==> config.mk <==
export PLATFORM = sky130hd
export DESIGN_NAME = m_bus_arb
export DESIGN_NICKNAME = d
export VERILOG_FILES = /design/src/rtl/m_bus_arb.sv
export SDC_FILE = /design/constraint.sdc
export NUM_CORES = 1
export LEC_CHECK = 0
export ABC_CLOCK_PERIOD_IN_PS = 2300
export BUFFER_PORTS_ARGS = -buffer_cell sky130_fd_sc_hd__buf_2
export CORE_ASPECT_RATIO = 0.8
export CORE_MARGIN = 10
export CORE_UTILIZATION = 32
export CTS_CLUSTER_SIZE = 12
export DETAILED_ROUTE_END_ITERATION = 10
export GPL_TIMING_DRIVEN = 0
export HOLD_SLACK_MARGIN = 0.05
export PLACE_DENSITY = 0.57
export SETUP_SLACK_MARGIN = 0.3
export SYNTH_ARGS = -nofsm -noshare
export SYNTH_HDL_FRONTEND = slang
export SYNTH_SLANG_ARGS = --single-unit
==> constraint.sdc <==
create_clock -name CLK -period 2.3 [get_ports CLK]
set_input_delay 0.23 -clock CLK [delete_from_list [all_inputs] [get_ports CLK]]
set_output_delay 0.23 -clock CLK [all_outputs]
set_load 0.1 [all_outputs]
==> src/rtl/m_bus_arb.sv <==
// Clocked bus arbiter: per-requester pending flags, one-hot grant, minimum tenure, one-cycle turnaround.
// Optional macro ARB_RR_EN selects round-robin winner selection; the default is fixed priority (lowest index wins).
module m_bus_arb #(
    parameter int NREQ    = 3,
    parameter int HOLDMIN = 2
) (
    input  logic            CLK,
    input  logic            RESET,
    input  logic [NREQ-1:0] REQ,
    input  logic [NREQ-1:0] REL,
    output logic [NREQ-1:0] PEND,
    output logic [NREQ-1:0] GNT,
    output logic [2:0]      GNTID,
    output logic            BUSY
);

    // state | meaning
    // IDLE  | no owner, waiting for any pending flag
    // OWN   | one requester holds the bus, tenure counting
    // TURN  | dead cycle between owners, arbitration for the next owner
    typedef enum logic [1:0] {
        S_IDLE = 2'd0,
        S_OWN  = 2'd1,
        S_TURN = 2'd2
    } state_t;

    localparam logic [3:0] HOLD_MAX = 4'(HOLDMIN);

    state_t          state, state_nxt;
    logic [3:0]      hold_cnt, hold_cnt_nxt;
    logic            rel_pend, rel_pend_nxt;
    logic [NREQ-1:0] pend_nxt, gnt_nxt, grant_mask;
    logic [2:0]      gntid_nxt, winner;
    logic            win_valid, own_rel;

`ifdef ARB_RR_EN
    int dist, best;

    // Search order starts just past the last owner; GNTID resets to NREQ-1 so the first search starts at 0.
    always_comb begin
        winner    = '0;
        win_valid = 1'b0;
        dist      = 0;
        best      = NREQ;
        for (int j = 0; j < NREQ; j++) begin
            if (PEND[j]) begin
                dist = (j + 2 * NREQ - int'(GNTID) - 1) % NREQ;
                if (dist < best) begin
                    best      = dist;
                    winner    = 3'(j);
                    win_valid = 1'b1;
                end
            end
        end
    end
`else
    always_comb begin
        winner    = '0;
        win_valid = 1'b0;
        for (int j = NREQ - 1; j >= 0; j--) begin
            if (PEND[j]) begin
                winner    = 3'(j);
                win_valid = 1'b1;
            end
        end
    end
`endif

    assign own_rel = |(REL & GNT);

    always_comb begin
        state_nxt    = state;
        hold_cnt_nxt = hold_cnt;
        rel_pend_nxt = rel_pend;
        gnt_nxt      = GNT;
        gntid_nxt    = GNTID;
        grant_mask   = '0;
        case (state)
            S_IDLE, S_TURN: begin
                if (win_valid) begin
                    state_nxt    = S_OWN;
                    gnt_nxt      = NREQ'(1) << winner;
                    grant_mask   = NREQ'(1) << winner;
                    gntid_nxt    = winner;
                    hold_cnt_nxt = 4'd1;
                    rel_pend_nxt = 1'b0;
                end else begin
                    state_nxt = S_IDLE;
                    gnt_nxt   = '0;
                end
            end
            S_OWN: begin
                if ((hold_cnt >= HOLD_MAX) && (own_rel || rel_pend)) begin
                    state_nxt    = S_TURN;
                    gnt_nxt      = '0;
                    rel_pend_nxt = 1'b0;
                end else begin
                    if (hold_cnt < HOLD_MAX) begin
                        hold_cnt_nxt = hold_cnt + 4'd1;
                    end
                    rel_pend_nxt = rel_pend | own_rel;
                end
            end
            default: begin
                state_nxt = S_IDLE;
                gnt_nxt   = '0;
            end
        endcase
        // A new request on the grant edge re-arms the flag (set dominates clear).
        pend_nxt = (PEND & ~grant_mask) | REQ;
    end

    always_ff @(posedge CLK) begin
        if (RESET) begin
            state    <= S_IDLE;
            hold_cnt <= 4'd0;
            rel_pend <= 1'b0;
            PEND     <= '0;
            GNT      <= '0;
            GNTID    <= 3'(NREQ - 1);
        end else begin
            state    <= state_nxt;
            hold_cnt <= hold_cnt_nxt;
            rel_pend <= rel_pend_nxt;
            PEND     <= pend_nxt;
            GNT      <= gnt_nxt;
            GNTID    <= gntid_nxt;
        end
    end

    assign BUSY = (state != S_IDLE);

endmodule

**Word-level counts from Yosys, hierarchy flattened**

Index checks and enable logic that the tools add are counted.

- $add $sub $neg: 1
- Multipliers: 0
- Div/mod/pow operators: 0
- $lt $le $gt $ge: 2
- Equality and inequality tests: 6
- Shift-type cells: 1
- Multiplexer cells: 20
- Bitwise gates (word level): 5
- Reductions and logical operators: 10

Operators by type and width:

| operator | count |
|---|---|
| two-way mux 3 bit | 5 |
| two-way mux 4 bit | 3 |
| inequality test 2 bit, second input constant | 4 |
| one-hot mux 4 bit (2 select lines) | 1 |
| AND 3 bit | 2 |
| two-way mux 1 bit | 6 |
| one-hot mux 3 bit (2 select lines) | 1 |
| adder 4 x 1 -> 4 bit, second input constant | 1 |
| greater-or-equal comparator 4 x 2 -> 1 bit, second input constant | 1 |
| < comparator 4 x 2 -> 1 bit, second input constant | 1 |
| two-way mux 2 bit | 2 |
| one-hot mux 2 bit (2 select lines) | 1 |
| AND reduction 2 bit | 2 |
| AND reduction 4 bit | 1 |
| nonzero test 2 bit | 2 |
| inverter 3 bit | 1 |
| bitwise OR 3 bit | 1 |
| OR reduction 3 bit | 1 |
| left shift 1 x 3 -> 3 bit, first input constant | 1 |
| equality test 2 x 1 -> 1 bit, second input constant | 1 |
| equality test 2 bit, second input constant | 1 |
| logical NOT 2 bit | 1 |
| one-hot mux 1 bit (2 select lines) | 1 |
| OR reduction 2 bit | 1 |
| other kinds (3) | 3 |

- Flip-flop bits (word level): 16
- Bits in latches: 0
- Memory bits (writable): 0
- Bits in read-only memories: 0
- Bits of input ports: 8
- Output and inout bits: 10
- Logic and storage cells: 51
- Memories kept: 0

**Depth between registers and ports, before layout**

Gate-level depths: netlist (run 1).

- Word-level depth: 9
- Gate-level depth with buffers: 5
- Depth with buffers taken out: 5

**Worst setup path before layout (run 1)**

Ideal clock, no wire load.

- Path kind: register to register
- Start: register GNT[0]
- End: register rel_pend
- Setup time: 0.071 ns
- Arrival: 1.935 ns
- Required time: 2.229 ns
- Slack: 0.295 ns
- Cell stages (with the launch flop): 5
- Buffers on the path: 0
- Clock period less this slack: 2.005 ns
- Cell sequence: dfxtp_1 a22o_1 nor2_1 or4_1 a21oi_1

- Longest elaborated chain between the ends: 6
- Elaborated cells between the ends (all ways): 7
- Those cells by class: mux: 2; bitwise: 2; reduce/logical: 3

Ends and longest elaborated chain:

| what | RTL line | RTL |
|---|---|---|
| start: declaration | 12 | `output logic [NREQ-1:0] GNT,` |
| start signal: assignment | 126 | `GNT <= gnt_nxt;` |
| AND 3 bit (*) | 69 | `assign own_rel = \|(REL & GNT);` |
| OR reduction 3 bit (*) | 69 |  |
| logical OR 1 bit | 93 | `if ((hold_cnt >= HOLD_MAX) && (own_rel \|\| rel_pend)) begin` |
| logical AND 1 bit | 93 |  |
| two-way mux 1 bit (*) | 93 |  |
| one-hot mux 1 bit (2 select lines) (*) | 78 | `case (state)` |
| end signal: assignment | 124 | `rel_pend <= rel_pend_nxt;` |
| end: declaration | 31 | `logic rel_pend, rel_pend_nxt;` |

Mark *: on every way between the ends. The rest lies on a longest branch, timed or not.
A chain may end at the register's enable or synchronous reset.

**Worst setup path in the final report (run 1)**

- Start: register state[0]
- End: output port BUSY

- Longest elaborated chain between the ends: 1

Ends and longest elaborated chain:

| what | RTL line | RTL |
|---|---|---|
| start: declaration | 29 | `state_t state, state_nxt;` |
| start signal: assignment | 122 | `state <= state_nxt;` |
| nonzero test 2 bit | 131 | `assign BUSY = (state != S_IDLE);` |
| end: declaration | 14 | `output logic BUSY` |

Every way passes these cells.

==> metrics.md, run 1 <==
| Metric | Value |
|---|---|
| Outcome | finished, final reports clean |
| Core area | 1860 um^2 |
| Routed WL per cell | 12.7 um |
| Crit Reg-Reg Endpoint | rel_pend |
| Synth area leader | dfxtp_1 |
| Port Buf Inserts | 16 |
| Hold Slack | 0.149 ns |
| Worst endpoint required time | between 2 and 2.5 ns |
| Die area | 4120 um^2 |
| Clock slew at reported path FFs | ~0.09 ns |
| Cts repair resizes | 0 |
| CTS tree | done |
| RSZ-0062 raised after global routing | false |
| Share of Yosys cell area claimed by the top area cell type | 48.3% |
| Reg2reg start | hold_cnt[0] |
| Post-route ant nets | 0 |
| Layout cell share with drive strength beyond 1 | 28.1% |
| Max Root-Sink Buffers | 2 |
| Achievable Freq | 0.639 GHz |
| # diodes | 0 |
| Commonest non-fill, non-tap cells in the layout | 16 x buf_2, 14 x dfxtp_1, 11 x nor2_1 |
| Final worst path period need | 1.56 ns |
| Global-route wire length before repair | between 2 and 3 mm |
| Fillers | 217 |
| HP Class | in -> reg |
| Number of setup buffers added after CTS | 0 |
| Setup tns final | 0 ns |
| Sequential fraction of the synthesis area | between 40% and 50% |
| Routed WL | 1.43 mm |
| Post-CTS Hold Fix Bufs | 0 |
| Worst R2R Setup Slack | 0.90 ns |
| Top sig layer | met4 |
| Synth Instances | 69 |
| Vias in the first global route | 551 |
| Top post-synthesis cells by area | dfxtp_1 48%, nor2_1 6.6%, a21oi_1 6.4% |
| Most common cell after layout, fill and taps aside | buf_2 |
| Grt total ovfl | 0 |
| DRC Markers | 0 |
| Critical path class | reg -> out |
| CTS Buf Count | 3 |
| Syn_nets | 79 |
| Crit. End Element | primary output |
| Dpl hpwl | 1.11 mm |
| Routability cong. | 0.676 |
| Crit path DAT | 1.33 ns |
| Final Hold Viols | 0 |
| Synth Cell Area | slightly above 600 um^2 |
| Mean Syn Cell Area | ~9 um^2 |
| Static Leak | 0.000342 uW |
| Die Wd | around 70 um |
| # rows | 14 |
| Area Growth Syn to Fin | 22.1% |
| DR vias | 553 |
| Metal3 WL | 107 um |
| Syn. warnings | 0 |
| Worst min-delay path endpoint | PEND[0] |
| Tot GR Track Use | 7.41% |
| Cell depth of the worst hold path | 3 |
| Hold path start | REQ[0] |
| Clk root buf | clkbuf_4 |
| CTS sink cnt | 15 |
| # IOs | 18 |
| R2r worst-path depth | 4 |
| Worst Path Max Fanout | 9 |
| PwrDens | 829 nW/um^2 |
| Yosys reg bits | 15 |
| Nets | 100 |
| Antenna violations before repair | 0 |
| Maximum VDD drop | 0.458 mV |
| Metal1 wirelength | just over 700 um |
| Period Utilization, post-route | 68.0% |
| Worst Skew | between 0.005 and 0.006 ns |
| Number of DRC markers in iteration 0 | 17 |
| # setup viols final | 0 |
| DRT Pass-1 Iters | 4 |
| Starting Density | 33.5% |
| Distinct cells, synth | 24 |
| Vert. Die Dim | 59.4 um |
| WL met2 | 588 um |
| Slew Limit Fails | 0 |
| Clock Latency Late Sink | 0.28 ns |
| # H-tree levels | 1 |
| Post-DR vias/cell | roughly 4.9 |
| Maxcap violations | 0 |
| Critical Path Source Type | flip-flop |
| Largest net degree at the start of global routing | 11 |
-- sequential cells by signal (all words and copies together), names as in the netlist --
name,count
GNT,3
GNTID,2
PEND,3
hold_cnt,4
rel_pend,1
state,2
-- worst max-delay path by stage --
stage | startpoint | end | slack [ns] | cells past startpoint
after global placement | hold_cnt[3] | hold_cnt[0] | 0.90 | 4
final | state[0] | BUSY | 0.74 | 2
after global routing | state[0] | BUSY | 0.65 | 2
after CTS | state[0] | BUSY | 0.73 | 2
after floorplan | GNT[2] | rel_pend | 0.32 | 4
after detailed placement | hold_cnt[3] | hold_cnt[0] | 0.91 | 4
-- report_power, final --
| group | internal (uW) | switching, uW | leakage (uW) |
|---|---|---|---|
| Combinational | 41.9 | 144 | 0.000203 |
| Clock | 67.3 | 80.7 | 0.0000150 |
| Sequential | 278 | 18.1 | 0.000124 |
-- synth_stat cells (all sizes together) --
master / number
inv: 4
nand3: 3
conb: 1
nand3b: 2
o22ai: 1
buf: 1
nor3: 2
a32oi: 3
nor2: 11
or2: 2
a21oi: 8
dfxtp: 15
nand2b: 1
nand2: 3
or4: 1
or3: 1
a21o: 1
o21ai: 2
a22o: 1
a211oi: 1
clkbuf: 1
ha: 2
nor3b: 1
a311oi: 1
-- through the flow --
stage          utilization, %  cell area, um^2  worst slack (ns)  power (uW)  cells
2_1_floorplan               -              623             0.324         454     69
3_3_place_gp             39.5              733             0.898         487    109
3_5_place_dp             39.5              733             0.913         489    109
4_1_cts                  40.9              759             0.733         638    113
5_1_grt                  40.9              759             0.648         670    113
6_report                 40.9              759             0.736         630    113
-- cells by family (layout without fill, tap and decap cells) --
group | after synthesis | count (layout) | synth area share (%)
other | 1 | 1 | 0.603
adders and majority gates | 2 | 2 | 4.02
buffers and inverters | 6 | 26 | 4.22
AOI/OAI and AO/OA | 18 | 18 | 20.7
and+or+nand+nor | 27 | 27 | 22.1
DFF | 15 | 15 | 48.3
-- layout make-up --
class | instances | area [um^2] | share of cell area, %
flip-flops and latches | 15 | 302 | 39.7
multi-input cells | 48 | 295 | 38.9
repair buffers | 16 | 80.1 | 10.5
well taps | 24 | 30.0 | 3.95
clock buffers | 4 | 26.3 | 3.46
inverters | 4 | 15.0 | 1.98
plain buffers | 2 | 11.3 | 1.48
-- metal layers --
layer	vias to the layer above	track usage [%]
li1	281	-
met2	16	10.5
met5	-	0
met1	254	9.10
met3	2	4.19
met4	0	2.58
-- critical path: stages (launching register included) --
cell     delay (ns)
dfxtp_1        0.48
or2_2          0.16
buf_2          0.41
No activity file was read; power rests on OpenSTA's default activity.
==> run 2, diff against run 1 <==
- ABC_CLOCK_PERIOD_IN_PS: 2300 -> 1500
- clock period: 2.3 -> 1.5 ns (I/O delays scaled with it)
==> metrics.md, run 2 (synthesis gave the netlist of run 1 again) <==
| Metric | Value |
|---|---|
| Outcome | finished, final reports clean |
| Core area | 1860 um^2 (unchanged) |
| Starting Density | 33.5% (unchanged) |
| Number of DRC markers in iteration 0 | 13 (-4) |
| Routability cong. | 0.716 (+5.9%) |
| PwrDens | 1140 nW/um^2 (+38%) |
| Area Growth Syn to Fin | 44.3% |
| Crit path DAT | 1.54 ns (+0.21 ns) |
| Hold path start | REQ[2] |
| Die Wd | 69.3 um (unchanged) |
| Final Cell Area | 897 um^2 (+18%) |
| Clock Latency Late Sink | 0.29 ns (about the same) |
| Post-route ant nets | 0 (unchanged) |
| # IOs | 18 (unchanged) |
| Post-DP Area | 768 um^2 (+4.8%) |
| Achievable Freq | 0.754 GHz |
| Largest regs | hold_cnt (4), GNT (3), PEND (3) |
| Port Buf Inserts | 16 (unchanged) |
| Vias in the first global route | 531 (-3.6%) |
| Die area | 4120 um^2 (unchanged) |
| Crit. End Element | flip-flop |
| Critical Path Source Type | flip-flop |
| Worst endpoint required time | 1.71 ns (-0.36 ns) |
| Grt total ovfl | 0 (unchanged) |
| Setup tns final | 0 ns (unchanged) |
| Antenna violations before repair | 0 (unchanged) |
| Maximum VDD drop | 0.568 mV (+24%) |
| RSZ-0062 raised after global routing | true |
| CTS tree | done |
| Clock slew at reported path FFs | 0.08 ns (about the same) |
| Worst Path Max Fanout | 6 (-3) |
| Critical path class | reg -> reg |
| Worst Skew | 0.00529 ns (-0.000205 ns) |
| CTS Buf Count | 3 (unchanged) |
| Clk root buf | clkbuf_4 |
| Fillers | 187 (-14%) |
| Vert. Die Dim | 59.4 um (unchanged) |
| Post-DR vias/cell | 4.86 (-0.60%) |
| Tot GR Track Use | 7.75% (+0.34 points) |
| Crit Reg-Reg Endpoint | GNT[2] |
| Reg with most FFs | hold_cnt |
| Post-CTS Hold Fix Bufs | 0 (unchanged) |
| Number of flip-flops in the largest register | 4 (unchanged) |
| Slew Limit Fails | 0 (unchanged) |
| Period Utilization, post-route | 88.4% |
| # diodes | 0 (unchanged) |
| DRT Pass-1 Iters | 4 (unchanged) |
| Max Root-Sink Buffers | 2 (unchanged) |
| Routed WL | 1.46 mm (+1.6%) |
| CP Launch Point | hold_cnt[2] |
| Non-filler cells, final | 118 (+4.4%) |
| Hold Slack | 0.0667 ns (-0.0823 ns) |
| Final worst path period need | around 1.3 ns |
| DRC Markers | 0 (unchanged) |
| Reg2reg start | hold_cnt[2] |
| HP Class | in -> reg |
| Layout cell share with drive strength beyond 1 | 45.7% (+18 points) |
| # setup viols final | 0 (unchanged) |
| DR vias | 574 (+3.8%) |
| Global-route wire length before repair | 2.56 mm (+1.6%) |
| Most common cell after layout, fill and taps aside | buf_4 |
| Largest net degree at the start of global routing | 11 (unchanged) |
| # H-tree levels | 1 (unchanged) |
| Final Hold Viols | 0 (unchanged) |
| Power, Total | 1030 uW (+63%) |
| Dpl hpwl | 1.08 mm (-2.7%) |
| Static Leak | 0.000385 uW (+13%) |
| CTS sink cnt | 15 (unchanged) |
| # rows | 14 (unchanged) |
| Worst R2R Setup Slack | 0.17 ns (-0.73 ns) |
| Routed WL per cell | 12.3 um (-2.7%) |
| R2r worst-path depth | 5 (+1) |
| CP Capture Point | GNT[2] |
| Nets | 105 (+5.0%) |
| Inst Count DP | 109 (unchanged) |
| Commonest non-fill, non-tap cells in the layout | 11 x buf_4, 10 x nor2_1, 8 x a21oi_1 |
| Maxcap violations | 0 (unchanged) |
[run 2: cell types whose count changed in the layout (fill, tap and decap cells not counted), moves of 2 or more]
| cell | change |
|---|---|
| buf_2 | -9 |
| buf_12 | +2 |
| buf_4 | +10 |
| or2_2 | -2 |
| dfxtp_1 | -9 |
| dfxtp_4 | +7 |
| or2_4 | +2 |
| dfxtp_2 | +2 |
[run 2: layout make-up]
cell class / instances / area (um^2) / area share, %
sequential: 15 / 330 / 36.8
multi-input combinational: 48 / 315 / 35.1
timing repair buffer: 21 / 169 / 18.8
tap: 24 / 30.0 / 3.35
clock buffer: 4 / 26.3 / 2.93
inverter: 4 / 15.0 / 1.67
buffer: 2 / 11.3 / 1.26
[run 2: layer usage]
| metal | wire [um] | GRT usage [%] | up-vias |
|---|---|---|---|
| met2 | 653 | 10.4 | 19 |
| met5 | 0 | 0 | - |
| met4 | 21 | 5.16 | 0 |
| met1 | 679 | 9.71 | 254 |
| met3 | 101 | 3.35 | 4 |
| li1 | - | - | 297 |
[run 2: how the worst min path moves through the flow]
stage | endpoint | slack [ns] | depth (start not counted)
final | PEND[2] | 0.07 | 3
after global routing | PEND[2] | 0.07 | 3
after CTS | PEND[2] | 0.07 | 3
after detailed placement | PEND[2] | 0.37 | 3
after global placement | PEND[2] | 0.36 | 3
after floorplan | GNTID[0] | 0.21 | 1
[run 2: metrics by stage]
step           util (%)  worst slack, ns
3_3_place_gp       41.4           0.0921
3_5_place_dp       41.4           0.0892
4_1_cts            46.3            0.176
6_report           48.3            0.174
5_1_grt            48.3           0.0797
2_1_floorplan         -            0.106
[run 2: what timing repair did]
action	CTS	global route
endpoints found under the hold margin	0	0
setup endpoints to repair	16	11
pin swaps	5	1
buffers inserted	3	2
gates resized for setup	13	7
[run 2: worst max-delay path, stage by stage, from the launching register on]
cell and delay (ns):
dfxtp_2 0.33, or3_4 0.40, o22ai_4 0.18, buf_12 0.15
nand3_1 0.07, a21oi_1 0.12
[run 2: power breakdown]
part	switching, uW	internal (uW)	leakage [uW]	total (uW)
clock network	129	104	0.0000150	232
registers	25.5	424	0.000129	450
logic	234	110	0.000241	344
==> run 3, diff against run 2 <==
- GPL_TIMING_DRIVEN: 0 -> unset
- REMOVE_ABC_BUFFERS: unset -> 1
==> metrics.md, run 3 (synthesis gave the netlist of run 1 again) <==
| Metric | Value |
|---|---|
| Maxcap violations | 0 (unchanged) |
| Die Wd | 69.3 um (unchanged) |
| Antenna violations before repair | 0 (unchanged) |
| Clock Latency Late Sink | 0.29 ns (about the same) |
| Max Root-Sink Buffers | 2 (unchanged) |
| Final Hold Viols | 0 (unchanged) |
| Top sig layer | met4 |
| Crit path DAT | 1.54 ns (about the same) |
| Fin util | 48.3% (unchanged) |
| PwrDens | 1180 nW/um^2 (+2.7%) |
| HP Class | in -> reg |
| Metal3 WL | 89 um (-12%) |
| CP max-delay cell | or3_4 |
| Critical Path Source Type | flip-flop |
| CTS sink cnt | 15 (unchanged) |
| Reg with most FFs | hold_cnt |
| Area Growth Syn to Fin | 44.3% (unchanged) |
| Cell depth of the worst hold path | 3 (unchanged) |
| CTS tree | done |
| DR vias | 575 (+0.17%) |
| Layout cell share with drive strength beyond 1 | 41.5% (-4.3 points) |
| Grt total ovfl | 0 (unchanged) |
| Largest net degree at the start of global routing | 16 (+5) |
| Worst endpoint required time | 1.70 ns (about the same) |
| Routed WL | 1.67 mm (+15%) |
| Worst R2R Setup Slack | 0.16 ns (-0.02 ns) |
| Crit. End Element | flip-flop |
| Routed WL per cell | 14.2 um (+15%) |
| Top delay family on crit path | simple AND/OR/NAND/NOR gates |
| Starting Density | 33.5% (unchanged) |
| Number of flip-flops in the largest register | 4 (unchanged) |
| Critical path class | reg -> reg |
| # diodes | 0 (unchanged) |
| Maximum VDD drop | 0.596 mV (+5.0%) |
| DRT Pass-1 Iters | 4 (unchanged) |
| Post-DR vias/cell | 4.87 (+0.17%) |
| CTS Buf Count | 3 (unchanged) |
| Routability cong. | 0.783 (+9.4%) |
| Crit path buffers/inverters | 0 (-1) |
| Core area | 1860 um^2 (unchanged) |
| Post-route ant nets | 0 (unchanged) |
| WL met2 | 847 um (+30%) |
| CP max stage delay | 0.40 ns (about the same) |
| Crit path depth | 4 (-1) |
| Number of DRC markers in iteration 0 | 7 (-6) |
| Global-route wire length before repair | 2.81 mm (+9.7%) |
| # rows | 14 (unchanged) |
| Vias in the first global route | 612 (+15%) |
| R2r worst-path depth | 4 (-1) |
| Worst Path Max Fanout | 4 (-2) |
| Period Utilization, post-route | 89.4% (+1.0 points) |
| Clock slew at reported path FFs | 0.09 ns (about the same) |
| Commonest non-fill, non-tap cells in the layout | 10 x dfxtp_1, 10 x nor2_1, 9 x buf_4 |
| # H-tree levels | 1 (unchanged) |
| Largest regs | hold_cnt (4), GNT (3), PEND (3) |
| Worst Skew | 0.00965 ns (+0.00435 ns) |
| Outcome | finished, final reports clean |
| Nets | 105 (unchanged) |
| Inst Count DP | 109 (unchanged) |
| # IOs | 18 (unchanged) |
| Achievable Freq | 0.746 GHz (-1.2%) |
| Hold Slack | 0.0574 ns (-0.00935 ns) |
| Vert. Die Dim | 59.4 um (unchanged) |
| Metal1 wirelength | 685 um (+0.88%) |
| Clk root buf | clkbuf_4 |
| Post-CTS Hold Fix Bufs | 0 (unchanged) |
| Static Leak | 0.000396 uW (+2.9%) |
| Dpl hpwl | 1.19 mm (+9.8%) |
| Non-filler cells, final | 118 (unchanged) |
| Final worst path period need | 1.34 ns (+0.0155 ns) |
| DRC Markers | 0 (unchanged) |
| Slew Limit Fails | 0 (unchanged) |
| RSZ-0062 raised after global routing | true |
| Cell Chain, Critical Path | or3_4 > nor2_2 > a211oi_1 > a311oi_1 |
| Port Buf Inserts | 16 (unchanged) |
| Die area | 4120 um^2 (unchanged) |
| Tot GR Track Use | 8.53% (+0.78 points) |
| # setup viols final | 0 (unchanged) |
[run 3: cell count changes in the layout (fill, tap and decap cells not counted), moves of 2 or more]
| cell | change |
|---|---|
| clkbuf_1 | -2 |
| dfxtp_4 | -7 |
| buf_4 | -2 |
| buf_6 | +3 |
| dfxtp_2 | +2 |
| dfxtp_1 | +5 |
[run 3: area by class of cell]
class                   count  area [um^2]
inverters                   4         15.0
flip-flops and latches     15          307
clock inverters             1         5.00
repair buffers             23          203
multi-input cells          48          315
fillers                   189          960
well taps                  24         30.0
clock buffers               3         22.5
[run 3: per-layer routing]
layer / vias to the layer above / global-route usage [%]
li1: 294 / -
met1: 262 / 8.43
met2: 14 / 15.1
met3: 5 / 2.85
met4: 0 / 6.02
met5: - / 0
[run 3: repair_timing]
action | in CTS | in global routing
pin swaps | 3 | 4
setup buffers | 4 | 1
endpoints found under the setup margin | 17 | 12
resized for setup | 18 | 6
[run 3: through the flow]
stage               power (uW)  cell area [um^2]  worst slack, ns  TNS, ns
detailed placement         768               751           0.0872        0
floorplan                  690               611           -0.505    -2.68
CTS                       1040               858            0.160        0
global route              1120               897           0.0883        0
finish                    1050               897            0.159        0
global placement           765               751           0.0982        0
[run 3: worst register-to-register path, cell delays in order (launching register included)]
cell	delay (ns)
dfxtp_2	0.33
or3_4	0.40
nor2_2	0.18
a211oi_1	0.10
a311oi_1	0.24
[run 3: power by group]
part	switching, uW	leakage (uW)	internal (uW)
Sequential	22.2	0.000125	428
Combinational	245	0.000253	125
Clock	136	0.0000177	99.4
Total	403	0.000396	652
[run 3: path summary, 6_finish.rpt]
path | from | to
max | hold_cnt[3] | hold_cnt[0]
min | REQ[2] | PEND[2]
max reg2reg | hold_cnt[3] | hold_cnt[0]
min reg2reg | rel_pend | rel_pend
